### src/rtl/tetris_pkg.sv
// Shared types and constants for the Tetris move scheduler.
//   op_code_t     : 3-bit operation code offered to the board datapath
//   sched_state_t : scheduler FSM states
//   BOARD_W/H     : playfield dimensions of the board datapath
package tetris_pkg;

  localparam int BOARD_W = 10;
  localparam int BOARD_H = 20;

  typedef enum logic [2:0] {
    OP_NOP     = 3'd0,
    OP_LEFT    = 3'd1,
    OP_RIGHT   = 3'd2,
    OP_ROT_CW  = 3'd3,
    OP_ROT_CCW = 3'd4,
    OP_DROP    = 3'd5,
    OP_SPAWN   = 3'd6
  } op_code_t;

  typedef enum logic [1:0] {
    ST_SELECT,
    ST_ISSUE,
    ST_WAIT,
    ST_GAME_OVER
  } sched_state_t;

endpackage

### src/rtl/tetris_edge_latch.sv
// Rising-edge detector plus a sticky pending bit.
//   clk     : clock
//   resetn  : asynchronous reset, active high
//   level   : button level (already synchronized)
//   rise    : combinational, level went 0 -> 1 this cycle
//   set     : sets the pending bit (owner gates rise with run/game state)
//   clear   : clears the pending bit; set wins when both are high
//   pending : sticky request bit
module tetris_edge_latch (
  input  logic clk,
  input  logic resetn,
  input  logic level,
  input  logic set,
  input  logic clear,
  output logic rise,
  output logic pending
);

  logic level_q;

  assign rise = level & ~level_q;

  // NOTE: registers use non-blocking assignments so every flop samples
  // the pre-edge values of the others, independent of block ordering.
  always_ff @(posedge clk or posedge resetn) begin
    if (resetn) begin
      level_q <= 1'b0;
      pending <= 1'b0;
    end else begin
      // The previous level tracks the button even while paused, so a press
      // held across a pause does not fire when the game resumes.
      level_q <= level;
      if (set) begin
        pending <= 1'b1;
      end else if (clear) begin
        pending <= 1'b0;
      end
    end
  end

endmodule

### src/rtl/tetris_move_scheduler.sv
// Serializes button presses and gravity into single board operations.
//   clk              : clock, rising edge
//   resetn           : asynchronous reset, active high despite the name
//   run              : 1 = game running, 0 = paused
//   rotate           : rotate button level
//   rotate_direction : 1 = clockwise, 0 = counter-clockwise
//   left, right      : move button levels
//   op_valid/op_code : operation offered to the datapath (registered)
//   op_ready         : datapath accepts the offered operation
//   op_done/op_ok    : completion pulse and applied(1)/blocked(0) status
//   busy             : an operation is offered or in flight
//   game_over        : sticky until reset
module tetris_move_scheduler
  import tetris_pkg::*;
#(
  parameter int GRAVITY_PERIOD = 25_000_000,
  parameter int CNT_W          = $clog2(GRAVITY_PERIOD)
) (
  input  logic       clk,
  input  logic       resetn,
  input  logic       run,
  input  logic       rotate,
  input  logic       rotate_direction,
  input  logic       left,
  input  logic       right,
  output logic       op_valid,
  output logic [2:0] op_code,
  input  logic       op_ready,
  input  logic       op_done,
  input  logic       op_ok,
  output logic       busy,
  output logic       game_over
);

  sched_state_t     state;
  op_code_t         op_reg;
  op_code_t         next_op;
  logic             any_pend;
  logic [CNT_W-1:0] grav_cnt;
  logic             rot_dir;
  logic             pend_left, pend_right, pend_rot, pend_drop, pend_spawn;
  logic             rise_left, rise_right, rise_rot;

  // Edges and gravity only count while running and not dead.
  logic active;
  logic flush;
  logic handshake;
  logic grav_tick;
  logic lock;

  assign active    = run && (state != ST_GAME_OVER);
  assign flush     = (state == ST_GAME_OVER);
  assign handshake = op_valid & op_ready;
  assign grav_tick = active && (grav_cnt == CNT_W'(GRAVITY_PERIOD - 1));
  // A drop that cannot move means the piece has landed.
  assign lock      = (state == ST_WAIT) && op_done && !op_ok && (op_reg == OP_DROP);

  assign op_code   = op_reg;

  tetris_edge_latch u_left (
    .clk     (clk),
    .resetn  (resetn),
    .level   (left),
    .set     (rise_left && active),
    .clear   ((handshake && op_reg == OP_LEFT) || flush),
    .rise    (rise_left),
    .pending (pend_left)
  );

  tetris_edge_latch u_right (
    .clk     (clk),
    .resetn  (resetn),
    .level   (right),
    .set     (rise_right && active),
    .clear   ((handshake && op_reg == OP_RIGHT) || flush),
    .rise    (rise_right),
    .pending (pend_right)
  );

  tetris_edge_latch u_rot (
    .clk     (clk),
    .resetn  (resetn),
    .level   (rotate),
    .set     (rise_rot && active),
    .clear   ((handshake && (op_reg == OP_ROT_CW || op_reg == OP_ROT_CCW)) || flush),
    .rise    (rise_rot),
    .pending (pend_rot)
  );

  // Gravity counter, drop/spawn requests and the latched rotate direction.
  always_ff @(posedge clk or posedge resetn) begin
    if (resetn) begin
      grav_cnt   <= '0;
      pend_drop  <= 1'b0;
      pend_spawn <= 1'b1;  // first piece spawns straight out of reset
      rot_dir    <= 1'b0;
    end else begin
      if (active) begin
        grav_cnt <= grav_tick ? '0 : grav_cnt + CNT_W'(1);
      end

      if (grav_tick) begin
        pend_drop <= 1'b1;
      end else if ((handshake && op_reg == OP_DROP) || flush) begin
        pend_drop <= 1'b0;
      end

      if (lock) begin
        pend_spawn <= 1'b1;
      end else if ((handshake && op_reg == OP_SPAWN) || flush) begin
        pend_spawn <= 1'b0;
      end

      // Repeat presses while a rotate is pending update the direction.
      if (rise_rot && active) begin
        rot_dir <= rotate_direction;
      end
    end
  end

  // Fixed priority: SPAWN > ROT > LEFT > RIGHT > DROP.
  always_comb begin
    // NOTE: default first so every path assigns next_op and no latch is inferred.
    next_op  = OP_NOP;
    any_pend = pend_spawn | pend_rot | pend_left | pend_right | pend_drop;
    if (pend_spawn) begin
      next_op = OP_SPAWN;
    end else if (pend_rot) begin
      next_op = rot_dir ? OP_ROT_CW : OP_ROT_CCW;
    end else if (pend_left) begin
      next_op = OP_LEFT;
    end else if (pend_right) begin
      next_op = OP_RIGHT;
    end else if (pend_drop) begin
      next_op = OP_DROP;
    end
  end

  always_ff @(posedge clk or posedge resetn) begin
    if (resetn) begin
      state     <= ST_SELECT;
      op_valid  <= 1'b0;
      op_reg    <= OP_NOP;
      busy      <= 1'b0;
      game_over <= 1'b0;
    end else begin
      case (state)
        ST_SELECT: begin
          if (run && any_pend) begin
            op_reg   <= next_op;
            op_valid <= 1'b1;
            busy     <= 1'b1;
            state    <= ST_ISSUE;
          end
        end
        // The offer stays up even if run drops; only op_ready retires it.
        ST_ISSUE: begin
          if (op_ready) begin
            op_valid <= 1'b0;
            state    <= ST_WAIT;
          end
        end
        // Blocked LEFT/RIGHT/ROT are dropped; a blocked DROP raises
        // pend_spawn through lock; a blocked SPAWN ends the game.
        ST_WAIT: begin
          if (op_done) begin
            busy <= 1'b0;
            if (op_reg == OP_SPAWN && !op_ok) begin
              game_over <= 1'b1;
              state     <= ST_GAME_OVER;
            end else begin
              state <= ST_SELECT;
            end
          end
        end
        ST_GAME_OVER: begin
          state <= ST_GAME_OVER;
        end
      endcase
    end
  end

endmodule

### config.mk
export PLATFORM = sky130hd
export DESIGN_NAME = tetris_move_scheduler
export DESIGN_NICKNAME = d
export VERILOG_FILES = /design/src/rtl/tetris_pkg.sv /design/src/rtl/tetris_edge_latch.sv /design/src/rtl/tetris_move_scheduler.sv
export SDC_FILE = /design/constraint.sdc
export NUM_CORES = 1
export LEC_CHECK = 0
export BUFFER_PORTS_ARGS = -buffer_cell sky130_fd_sc_hd__buf_4
export CAP_MARGIN = 20
export CORE_AREA = 5 5 90 92
export CTS_CLUSTER_SIZE = 30
export DETAILED_ROUTE_END_ITERATION = 16
export DIE_AREA = 0 0 95 97
export PLACE_DENSITY_LB_ADDON = 0.1
export RECOVER_POWER = 50
export SLEW_MARGIN = 10
export SYNTH_ARGS = -nofsm -noshare
export SYNTH_HDL_FRONTEND = slang
export SYNTH_HIERARCHICAL = 1
export SYNTH_SLANG_ARGS = --single-unit
### constraint.sdc
create_clock -name clk -period 1.76 [get_ports clk]
set_input_delay 0.352 -clock clk [delete_from_list [all_inputs] [get_ports clk]]
set_output_delay 0.352 -clock clk [all_outputs]
set_load 0.05 [all_outputs]
## Yosys cells after proc, flatten, opt, wreduce, memory -nomap -nowiden

Index checks and enable logic that the tools add are counted.

| cells by class | value |
|---|---|
| equal/unequal tests | 14 |
| add/sub/neg operators | 1 |
| reduce and logical (&&, ||, !) cells | 35 |
| mux-type cells | 27 |
| bitwise gates (word level) | 11 |

Operator list:

| kind | number |
|---|---|
| 25-bit by 1-bit adder with 25-bit output, second input constant | 1 |
| 25-bit == test, second input constant | 1 |
| 25-bit 2-to-1 mux | 1 |
| 3-bit 2-to-1 mux | 6 |
| 1-bit logical AND | 15 |
| 2-bit nonzero test | 7 |
| 1-bit 2-to-1 mux | 13 |
| 3-bit AND reduction | 4 |
| 3-bit == test, second input constant | 3 |
| 2-bit 2-to-1 mux | 4 |
| 2-bit != test, second input constant | 4 |
| 2-bit case mux with 4 select lines | 1 |
| 3-bit by 2-bit == test with 1-bit output, second input constant | 2 |
| 1-bit logical OR | 6 |
| 1-bit bitwise AND | 4 |
| 2-bit == test, second input constant | 2 |
| 1-bit OR | 4 |
| 1-bit case mux with 2 select lines | 2 |
| 3-bit by 1-bit == test with 1-bit output, second input constant | 1 |
| 1-bit NOT | 3 |
| 2-bit by 1-bit == test with 1-bit output, second input constant | 1 |
| 2-bit logical NOT | 1 |
| 2-bit AND reduction | 1 |
| 1-bit logical NOT | 1 |

| word-level totals | value |
|---|---|
| logic and storage cells | 103 |
| flip-flop bits (word level) | 42 |
| output and inout port bits | 6 |

## Longest topological paths before layout

| depth | value |
|---|---|
| word-level depth | 7 |
| gate-level depth with buffers | 7 |
| gate-level depth less buffers | 6 |

## By module

Netlist, hierarchy kept.

By module, submodules not included:

| module | instances | cells each | area each (um^2) |
|---|---|---|---|
| tetris_move_scheduler | 1 | 196 | 1883.1 |
| tetris_edge_latch | 3 | 6 | 71.3 |

## Worst setup path before layout

Ideal clock, no wire load.

| path | value |
|---|---|
| path type | register to register |
| start | register state[1] |
| end | register grav_cnt[22] |
| period minus slack after synthesis | 1.668 ns |
| library setup time | 0.076 ns |
| data arrival time | 1.592 ns |
| stages on the path, launching flop included | 7 |
| path slack | 0.092 ns |
| data required time | 1.684 ns |
| path through | dfrtp_1 buf_6 a21boi_4 nand4_4 buf_6 or4_1 o21ai_1 |

| on the way | value |
|---|---|
| word-level cells in the longest chain between the ends | 4 |

RTL lines:

| element | RTL line | source |
|---|---|---|
| start: declaration | tetris_move_scheduler.sv:35 | `sched_state_t state;` |
| start signal: assignment | tetris_move_scheduler.sv:141 | `state <= ST_SELECT;` |
| start signal: assignment | tetris_move_scheduler.sv:153 | `state <= ST_ISSUE;` |
| start signal: assignment | tetris_move_scheduler.sv:160 | `state <= ST_WAIT;` |
| 2-bit != test (*) | tetris_move_scheduler.sv:51 | `assign active = run && (state != ST_GAME_OVER);` |
| 1-bit logical AND (*) | tetris_move_scheduler.sv:51 |  |
| 1-bit logical AND | tetris_move_scheduler.sv:54 | `assign grav_tick = active && (grav_cnt == CNT_W'(GRAVITY_PERIOD - 1));` |
| 25-bit 2-to-1 mux | tetris_move_scheduler.sv:99 | `grav_cnt <= grav_tick ? '0 : grav_cnt + CNT_W'(1);` |
| end signal: assignment | tetris_move_scheduler.sv:99 |  |
| end: declaration | tetris_move_scheduler.sv:39 | `logic [CNT_W-1:0] grav_cnt;` |

Mark *: on every way between the ends. The rest lies on a longest branch, timed or not.
A chain may end at the register's enable or synchronous reset.

## Worst setup path in the final report

| path | value |
|---|---|
| start | register grav_cnt[0] |
| end | register grav_cnt[20] |

| on the way | value |
|---|---|
| word-level cells in the longest chain between the ends | 3 |
| elaborated cells between the ends (all ways) | 4 |

RTL lines:

| element | RTL line |
|---|---|
| parallel branches: the longest is 2 deep, another holds 25-bit by 1-bit adder with 25-bit output | - |
| 25-bit 2-to-1 mux (*) | tetris_move_scheduler.sv:99 |

Every way passes the cells marked *.

==> results_dict.tcl <==
set metrics [dict create \
    clockRootBuffer "clkbuf_8" \
    finalMaxSlewViolations 0 \
    hold_slack_ns 0.181 \
    clock_skew_ns 0.00482 \
    yosysSeqAreaShare_pct 50.2 \
    avgRoutedWirePerCell_um 13.2 \
    initial_core_util_pct 29.4 \
    grtUsageTotal_pct 11.0 \
    core_mm2 0.00714 \
    clockBufferDepth 2 \
    cp_slowest_cell "or4_4" \
    overflow 0 \
    ant_nets 0 \
    fin_nets 262 \
    largest_register_ff_count 25 \
    drc 0 \
    cts_buffers 5 \
    p_per_area_mw_per_mm2 1290 \
    post-dp-hpwl_um 3440 \
    port_buffers 15 \
    synth_top_area_cell "dfrtp_1" \
    dr.pass1.iters 4 \
    die_x_um 95 \
    synthToLayoutAreaGrowth_pct 22.8 \
    yosys_warnings 6 \
    synthTopCellsByArea "dfrtp_1 49%, xnor2_1 5.4%, nand2_1 4.3%" \
    setup_tns_ns 0 \
    wl_met3_um 187 \
    synth_cell_types 40 \
    syn_inst 214 \
    worstSetupPathType "reg -> reg" \
    crit_fanout 8 \
    hold_viol_final 0 \
    htreeDepth 2 \
    nFillCells 772 \
    top_layer "met4" \
    endpoint_kind "flip-flop" \
    hold_path.class "in -> reg" \
    die-area_mm2 0.00922 \
    antenna_found_initial 0 \
    post_drt_via_cell_ratio 4.59 \
    path_clk_slew_ns 0.08 \
    top_register "grav_cnt" \
    grt_pass1_wl_um 8040 \
    crit_required_ns 1.94 \
    yosysMostFrequentCell "dfrtp_1" \
    cts_sinks 42 \
    cap_violations 0 \
    antenna_cells 0 \
    fp.dieH_um 97 \
    gp_congestion 0.742 \
    dr_total_vias 1610 \
    rsz0062_at_grt "no" \
    status "finished, final reports clean" \
    synth-edff-count 0 \
    wl_met2_um 2130 \
    synth_area_mm2 0.00210 \
    cts_tree "yes" \
    ios 16 \
    layout-drive-gt1-share_pct 20.6 \
    fin_crit_sh_pct 93.3 \
    finalSetupViolCount 0 \
    async_reset_ff_share_pct 100 \
    synthTopCellsByCount "41 x dfrtp_1, 24 x nand2_1, 20 x nor2_1" \
    drt_iter0_markers 38 \
    wirelength_um 4640 \
    syn_avg_cell_area_um2 9.80 \
    crit_chain "ha_2, nand4_4, or4_4, nand3b_1, o21ai_1" \
    grt_max_degree 33 \
    syn_nets 225 \
    synth_top_area_share_pct 48.9 \
    p_leak_nw 1.14 \
    grt_pass1_vias 1643 \
    cp-start-kind "flip-flop" \
    arrival_ns 1.82 \
    peakVddDrop_mv 0.286 \
    wl_met1_um 2250 \
    ys_seq_elements 42 \
    slew_headroom_pct 69.5 \
    synth_ff_type "dfrtp_1" \
    clock_latency_ns 0.29 \
    cpPeakStageDelay_ns 0.55 \
    tightest_slew_ns 0.457 \
    period_needed_ns 1.64 \
    fp-row-count 31 \
    fmax_mhz 609 \
]
-- final timing paths --
| path | slack, ns | cells past startpoint | endpoint | start |
|---|---|---|---|---|
| setup / recovery | 0.12 | 5 | grav_cnt[20]$_DFFE_PP0N_ | grav_cnt[0]$_DFFE_PP0N_ |
| hold / removal | 0.18 | 1 | u_right/level_q$_DFF_PP0_ | right |
| setup reg to reg | 0.12 | 5 | grav_cnt[20]$_DFFE_PP0N_ | grav_cnt[0]$_DFFE_PP0N_ |
| hold reg to reg | 0.47 | 1 | grav_cnt[20]$_DFFE_PP0N_ | grav_cnt[20]$_DFFE_PP0N_ |
| max in group asynchronous | 0.46 | 4 | grav_cnt[8]$_DFFE_PP0N_ | resetn |
| min in group asynchronous | 0.48 | 3 | u_right/pending$_DFFE_PP0P_ | resetn |
-- what timing repair did --
| item | CTS | global route |
|---|---|---|
| endpoints found under the setup margin | 0 | 10 |
| gates resized for setup | 0 | 9 |
| endpoints found under the hold margin | 6 | 0 |
| setup buffers | 0 | 1 |
| hold buffers | 1 | 0 |
-- worst max-delay path, delay by kind of cell (launching register included) --
kind	cells	cell delay (ns)
AO/OA/AOI/OAI	1	0.06
adder cells (fa/ha/maj)	1	0.25
flip-flops	1	0.42
AND/OR/NAND/NOR	3	0.81
-- placed cells by master, fill, tap and decap left out, types with 8 or more instances in the layout --
cell type / netlist / layout
a21oi_1: 8 / 8
nand2_1: 24 / 24
dfrtp_1: 41 / 40
inv_1: 11 / 11
xnor2_1: 13 / 13
nand3_1: 8 / 8
nor2_1: 20 / 20
buf_4: 0 / 28
o21ai_0: 10 / 10
-- layer usage --
| layer | track usage (%) | vias up |
|---|---|---|
| li1 | - | 814 |
| met1 | 15.5 | 764 |
| met2 | 16.4 | 24 |
| met3 | 2.48 | 8 |
| met4 | 4.00 | 0 |
| met5 | 0 | - |
-- layout make-up --
| class | instances | area, um^2 | area share [%] |
|---|---|---|---|
| clock buffer | 6 | 72.6 | 2.82 |
| clock inverter | 2 | 37.5 | 1.46 |
| multi-input combinational | 156 | 985 | 38.2 |
| sequential | 42 | 1050 | 40.9 |
| inverter | 11 | 41.3 | 1.60 |
| tap | 99 | 124 | 4.81 |
| timing repair buffer | 35 | 262 | 10.2 |
-- logic make-up (layout without fill, tap and decap cells) --
logic type | after synthesis | count (layout) | share of synthesized area [%]
simple gates | 99 | 99 | 25.6
compound gates | 36 | 36 | 11.1
buf+inv | 16 | 54 | 4.00
flops | 42 | 42 | 50.2
fa+ha+maj | 1 | 1 | 0.597
mux | 3 | 3 | 1.43
xor+xnor | 17 | 17 | 7.10
-- stage by stage --
stage	total power (W)	util (%)	instance area [um^2]	setup WS (ns)	std cells
after floorplan	0.00221	-	2100	0.0920	214
after global placement	0.00258	34.2	2440	0.0794	341
after detailed placement	0.00259	34.2	2440	0.0661	341
after CTS	0.00337	35.9	2560	0.0309	350
after global routing	0.00353	36.1	2570	0.00563	351
final	0.00331	36.1	2570	0.118	351
-- power by group --
| group | total (W) | internal [W] | switching, W |
|---|---|---|---|
| sequential | 0.00142 | 0.00118 | 0.000239 |
| combinational | 0.00113 | 0.000455 | 0.000677 |
| clock | 0.000760 | 0.000423 | 0.000337 |
| total | 0.00331 | 0.00206 | 0.00125 |
Note: power is estimated with default switching activity, not from simulation.
